[src/rtl/cp0_irq_timer.sv]
// CP0 Count/Compare timer, Cause.IP composition and interrupt priority/vector generation.
// Hardware lines are synchronised internally; int_req/int_num are registered.
module cp0_irq_timer #(
    parameter int unsigned N_HW_INT    = 6,
    parameter int unsigned COUNT_DIV   = 2,
    parameter int unsigned SYNC_STAGES = 2,
    parameter int unsigned TIMER_LINE  = 7,
    parameter int unsigned VEC_SPACING = 32
) (
    input  logic                clk,
    input  logic                rst,
    input  logic                we,
    input  logic [6:0]          addr,
    input  logic [31:0]         data_i,
    output logic [31:0]         data_o,
    input  logic [N_HW_INT-1:0] hw_int,
    input  logic [7:0]          status_im,
    input  logic                status_ie,
    input  logic                status_exl,
    input  logic                status_erl,
    input  logic                exc_commit,
    input  logic                cause_iv,
    input  logic                vint_en,
    input  logic [31:0]         ebase,
    output logic [7:0]          ip,
    output logic                ti,
    output logic                int_req,
    output logic [2:0]          int_num,
    output logic [31:0]         int_handler
);

    localparam int unsigned DIV_W     = (COUNT_DIV > 1) ? $clog2(COUNT_DIV) : 1;
    localparam int unsigned VEC_SHIFT = $clog2(VEC_SPACING);

    // {reg[4:0], sel[1:0]}
    localparam logic [6:0] ADDR_COUNT   = {5'd9, 2'd0};
    localparam logic [6:0] ADDR_COMPARE = {5'd11, 2'd0};
    localparam logic [6:0] ADDR_CAUSE   = {5'd13, 2'd0};

    logic [DIV_W-1:0]    r_div_cnt;
    logic [31:0]         r_count;
    logic [31:0]         r_compare;
    logic                r_ti;
    logic                r_cnt_upd;
    logic [1:0]          r_sw_ip;
    logic [N_HW_INT-1:0] r_sync [SYNC_STAGES];
    logic                r_int_req;
    logic [2:0]          r_int_num;

    logic                w_tick;
    logic                w_cnt_wr;
    logic                w_cmp_wr;
    logic                w_cau_wr;
    logic [DIV_W-1:0]    w_div_d;
    logic [31:0]         w_count_d;
    logic                w_ti_d;
    logic [7:0]          w_hw_ip;
    logic [7:0]          w_ip;
    logic [7:0]          w_pend;
    logic [2:0]          w_int_num_d;
    logic                w_int_req_d;
    logic [31:0]         w_vec_off;

    assign w_cnt_wr = we && (addr == ADDR_COUNT);
    assign w_cmp_wr = we && (addr == ADDR_COMPARE);
    assign w_cau_wr = we && (addr == ADDR_CAUSE);
    assign w_tick   = (r_div_cnt == DIV_W'(COUNT_DIV - 1));

    always_comb begin
        w_div_d   = r_div_cnt + DIV_W'(1);
        w_count_d = r_count;
        if (w_cnt_wr) begin
            w_div_d   = '0;
            w_count_d = data_i;
        end else if (w_tick) begin
            w_div_d   = '0;
            w_count_d = r_count + 32'd1;
        end
    end

    // r_cnt_upd marks a cycle in which Count has just changed, so equality only fires
    // on Count movement and never on a Compare write alone.
    always_comb begin
        w_ti_d = r_ti;
        if (w_cmp_wr) begin
            w_ti_d = 1'b0;
        end else if (r_cnt_upd && (r_count == r_compare)) begin
            w_ti_d = 1'b1;
        end
    end

    always_ff @(posedge clk) begin
        if (rst) begin
            r_div_cnt <= '0;
            r_count   <= '0;
            r_compare <= '0;
            r_ti      <= 1'b0;
            r_cnt_upd <= 1'b0;
            r_sw_ip   <= '0;
        end else begin
            r_div_cnt <= w_div_d;
            r_count   <= w_count_d;
            r_ti      <= w_ti_d;
            r_cnt_upd <= w_cnt_wr | w_tick;
            if (w_cmp_wr) begin
                r_compare <= data_i;
            end
            if (w_cau_wr) begin
                r_sw_ip <= data_i[9:8];
            end
        end
    end

    always_ff @(posedge clk) begin
        if (rst) begin
            for (int s = 0; s < SYNC_STAGES; s++) begin
                r_sync[s] <= '0;
            end
        end else begin
            r_sync[0] <= hw_int;
            for (int s = 1; s < SYNC_STAGES; s++) begin
                r_sync[s] <= r_sync[s-1];
            end
        end
    end

    always_comb begin
        w_hw_ip = '0;
        for (int i = 0; i < N_HW_INT; i++) begin
            w_hw_ip[2+i] = r_sync[SYNC_STAGES-1][i];
        end
    end

    assign w_ip   = w_hw_ip | (8'(r_ti) << TIMER_LINE) | {6'b0, r_sw_ip};
    assign w_pend = w_ip & status_im;

    always_comb begin
        w_int_num_d = '0;
        for (int i = 0; i < 8; i++) begin
            if (w_pend[i]) begin
                w_int_num_d = 3'(i);
            end
        end
    end

    assign w_int_req_d = (|w_pend) & status_ie & ~status_exl & ~status_erl & ~exc_commit;

    always_ff @(posedge clk) begin
        if (rst) begin
            r_int_req <= 1'b0;
            r_int_num <= '0;
        end else begin
            r_int_req <= w_int_req_d;
            r_int_num <= w_int_num_d;
        end
    end

    assign w_vec_off = {29'b0, r_int_num} << VEC_SHIFT;

    always_comb begin
        if (!cause_iv) begin
            int_handler = ebase + 32'h0000_0180;
        end else if (!vint_en) begin
            int_handler = ebase + 32'h0000_0200;
        end else begin
            int_handler = ebase + 32'h0000_0200 + w_vec_off;
        end
    end

    // Cause.TI sits at bit 30.
    always_comb begin
        data_o = '0;
        case (addr)
            ADDR_COUNT:   data_o = r_count;
            ADDR_COMPARE: data_o = r_compare;
            ADDR_CAUSE:   data_o = {1'b0, r_ti, 14'b0, w_ip, 8'b0};
            default:      data_o = '0;
        endcase
    end

    assign ip      = w_ip;
    assign ti      = r_ti;
    assign int_req = r_int_req;
    assign int_num = r_int_num;

endmodule
[config.mk]
export PLATFORM = sky130hd
export DESIGN_NAME = cp0_irq_timer
export DESIGN_NICKNAME = d
export VERILOG_FILES = /design/src/rtl/cp0_irq_timer.sv
export SDC_FILE = /design/constraint.sdc
export NUM_CORES = 1
export LEC_CHECK = 0
export CAP_MARGIN = 20
export CORE_MARGIN = 2
export CORE_UTILIZATION = 40
export DETAILED_ROUTE_END_ITERATION = 8
export GPL_ROUTABILITY_DRIVEN = 0
export GPL_TIMING_DRIVEN = 0
export PLACE_DENSITY = 0.67
export SYNTH_ARGS = -nofsm -noshare
export SYNTH_HDL_FRONTEND = slang
export SYNTH_SLANG_ARGS = --single-unit
[constraint.sdc]
create_clock -name clk -period 5.88 [get_ports clk]
set_input_delay 0.588 -clock clk [delete_from_list [all_inputs] [get_ports clk]]
set_output_delay 0.588 -clock clk [all_outputs]
set_load 0.02 [all_outputs]
==> flow_summary.toml <==
[sta]
finalSetupTns_ns = 0
worst_pin_slew_ns = 1.02
slew_violations = 0
fin_worst_skew_ns = 0.0134
finalSetupViolCount = 0
slew_headroom_pct = 31.6
fmax_mhz = 205
rsz0062_at_grt = "false"
fin_crit_ns = 4.87
finalCritPeriodShare_pct = 82.9
hold_violations = 0

[clock_tree]
cts_tree = "done"
root_buffer = "clkbuf_16"
cts_buffers = 9
cts.htree.levels = 3
cts_resized = 0
clk_pin_slew_ns = 0.06
holdBufCountCts = 0
post-cts-setup-buffers = 0
clkLatencyLatePin_ns = 0.34
clock_path_buffers = 2
cts_sinks = 85

[power]
power-per-cell-area_mw_per_mm2 = 174
finalPower_mw = 1.42
sw_frac_of_total_pct = 26.4
combPwrFrac_pct = 18.9
irDropWorstVdd_v = 0.000138
seqPwrFrac_pct = 41.8
leakage_nw = 2.94
power.clock.fraction_pct = 39.2
p_sw_mw = 0.374
cell_internal_pwr_mw = 1.04

[drt]
dr.first_iter.drc_count = 408
routed_via_density = 5.75
final_antenna_net_count = 0
drt_drc_violations_left = 0
wl_per_cell_um = 17.8
wirelength_um = 20700
first_pass_iters = 9
num_vias = 6674

[synthesis]
yosysSeqAreaShare_pct = 28.1
ys_types = 68
yosysTopAreaCell = "dfxtp_1"
synth_area_leaders = "dfxtp_1 28%, xor2_1 7.9%, nand2_1 7.4%"
syn_area_per_cell_um2 = 7.55
synth_top_area_share_pct = 28.1
synthesis.nets = 905
syn_inst = 803
ys_ff_latch = 85
yosysWarnings = 0
netlist_area_mm2 = 0.00606
synth-edff-count = 0
ys.flop_type = "dfxtp_1"
async_flop_share_pct = 0

[worst_hold_path]
min_path_type = "reg -> reg"
min_to = "r_sync[0][7]$_SDFF_PP0_"
holdCritStartpoint = "r_sync[0][1]$_SDFF_PP0_"
hold_depth = 1

[placed_design]
dpl.hpwl_um = 15700
port_buffers = 158
place_inst = 1145

[setup_path]
reg2reg_depth = 7
cpPeakStageDelay_ns = 0.64
worstPathRequired_ns = 5.29
cpMostUsedCell = "clkdlybuf4s50_1"
worstPathArrival_ns = 4.28
critPathCaptureType = "output pin"
crit_type = "in -> out"
cp_max_fo = 10
r2r-end = "r_count[31]$_SDFFE_PP0P_"
cp_top_family = "simple AND/OR/NAND/NOR gates"
timing.rr.start = "r_count[2]$_SDFFE_PP0P_"
start_kind = "primary input"
slowest_stage = "clkdlybuf4s50_1"
cp_num_buf_inv = 4
rrSetupSlack_ns = 3.23
crit_chain = "clkdlybuf4s50_1, buf_2, inv_1, ha_1, or3b_2, nor3_1, nand2_1, or3_1, or4_1, o211ai_1, clkdlybuf4s50_1"

[global_route]
grt_usage_pct = 25.3
grt_pass1_wl_um = 32700
antenna_found_initial = 0
grt_pass1_vias = 6131
grt_max_degree = 14
overflow = 0

[floorplanning]
boundaryPins = 171
die_h_um = 127
chipWidth_um = 127
dieArea_mm2 = 0.0162
coreArea_mm2 = 0.0146
row_count = 44
start_util_pct = 41.4

[cells_and_area]
finalNonFillerCells = 1161
area_growth_pct = 34.6
drive_gt1_share_pct = 5.53
finalNetCount = 1074
antenna_cells = 0
fillers = 1441

[job]
maxCapViolCount = 0

[run_status]
outcome = "finished, final reports clean"
-- sequential cells by signal (all words and copies together) (netlist names) --
register	cells
r_compare	32
r_count	32
r_sync	12
int_num	3
r_sw_ip	2
int_req	1
r_cnt_upd	1
r_div_cnt	1
ti	1
-- through the flow --
step / hold slack (ns) / instance area, um2 / utilization, % / setup WS, ns
after floorplan: 0.414 / 6060 / - / 2.34
after global placement: 0.418 / 7870 / 53.8 / 1.03
after detailed placement: 0.427 / 7870 / 53.8 / 1.01
after CTS: 0.441 / 8160 / 55.7 / 1.01
after global routing: 0.459 / 8160 / 55.7 / 0.834
final: 0.438 / 8160 / 55.7 / 1.01
-- metal layers --
layer	global-route usage, %	up-vias	routed length [um]
met4	7.89	0	473
met3	5.23	39	1530
met1	34.0	3111	9120
met2	41.1	296	9570
li1	-	3228	-
met5	0	-	0
-- kinds of logic after synthesis --
family | after synthesis | share of synthesized area [%]
XOR/XNOR | 83 | 12.0
buffers and inverters | 74 | 5.47
AO/OA/AOI/OAI | 178 | 20.9
AND/OR/NAND/NOR | 360 | 29.2
multiplexers | 15 | 2.52
adder cells (fa/ha/maj) | 8 | 1.77
flip-flops | 85 | 28.1
-- power by group through the flow --
stage	Clock (mW)	Combinational [mW]	Sequential (mW)
global placement	0	0.265	0.606
CTS	0.564	0.267	0.594
detailed placement	0	0.266	0.606
global route	0.593	0.287	0.595
floorplan	0	0.127	0.606
finish	0.557	0.269	0.594
-- final cells by class --
type                       instances  area [um2]  area share, %
buffer                            64         294           3.60
clock buffer                      12         236           2.90
clock inverter                     4        48.8          0.598
inverter                          10        37.5          0.460
multi-input combinational        644        4030           49.4
sequential                        85        1700           20.9
tap                              184         230           2.82
timing repair buffer             158        1580           19.4
-- synthesized netlist by cell type, types with 4 or more instances --
| cell | number |
|---|---|
| o21ai_0 | 12 |
| o31a_1 | 4 |
| nor3_1 | 21 |
| xnor2_1 | 28 |
| or2_2 | 7 |
| and3_1 | 11 |
| o22ai_1 | 5 |
| nor2_1 | 74 |
| nand4_1 | 16 |
| buf_1 | 4 |
| nor4_1 | 23 |
| nand2_1 | 120 |
| a211oi_1 | 35 |
| mux2i_1 | 13 |
| ha_1 | 7 |
| clkbuf_1 | 39 |
| dfxtp_1 | 85 |
| xor2_1 | 55 |
| nand2b_1 | 5 |
| or3_1 | 6 |
| nor2b_1 | 17 |
| inv_1 | 10 |
| buf_2 | 7 |
| o22a_1 | 5 |
| a21oi_1 | 53 |
| and4_1 | 4 |
| buf_4 | 11 |
| nand3_1 | 28 |
| o211ai_1 | 4 |
| or4_1 | 5 |
| nand3b_1 | 4 |
| and2_1 | 7 |
| o31ai_1 | 4 |
| a22o_1 | 24 |
-- worst register-to-register path, cell delays in order (launching register included) --
cell	delay, ns
dfxtp_1	0.30
clkbuf_1	0.25
and4_1	0.35
nand4_1	0.21
nor4_1	0.85
nand4_1	0.20
xor2_1	0.19
a211oi_1	0.21
-- cell usage in the layout, fill, tap and decap left out, types with 4 or more instances in the layout --
cell,synthesis,routed
a211oi_1,35,35
a21oi_1,53,53
a22o_1,24,24
and2_1,7,7
and3_1,11,11
and4_1,4,4
buf_1,4,4
buf_2,7,7
buf_4,11,11
clkbuf_1,39,42
clkbuf_16,0,9
clkdlybuf4s50_1,0,158
dfxtp_1,85,85
ha_1,7,7
inv_1,10,10
mux2i_1,13,13
nand2_1,120,120
nand2b_1,5,5
nand3_1,28,28
nand3b_1,4,4
nand4_1,16,16
nor2_1,74,74
nor2b_1,17,17
nor3_1,21,21
nor4_1,23,23
o211ai_1,4,4
o21ai_0,12,12
o22a_1,5,5
o22ai_1,5,5
o31a_1,4,4
o31ai_1,4,4
or2_2,7,7
or3_1,6,6
or4_1,5,5
xnor2_1,28,28
xor2_1,55,55
-- worst max-delay path by stage --
stage                     startpoint         endpoint  cells past startpoint
final                       ebase[9]  int_handler[24]                     11
after global routing        ebase[9]  int_handler[24]                     11
after CTS                   ebase[9]  int_handler[24]                     11
after detailed placement    ebase[9]  int_handler[24]                     11
after global placement      ebase[9]  int_handler[24]                     11
after floorplan             ebase[9]  int_handler[24]                      9
No activity file was read; power rests on OpenSTA's default activity.
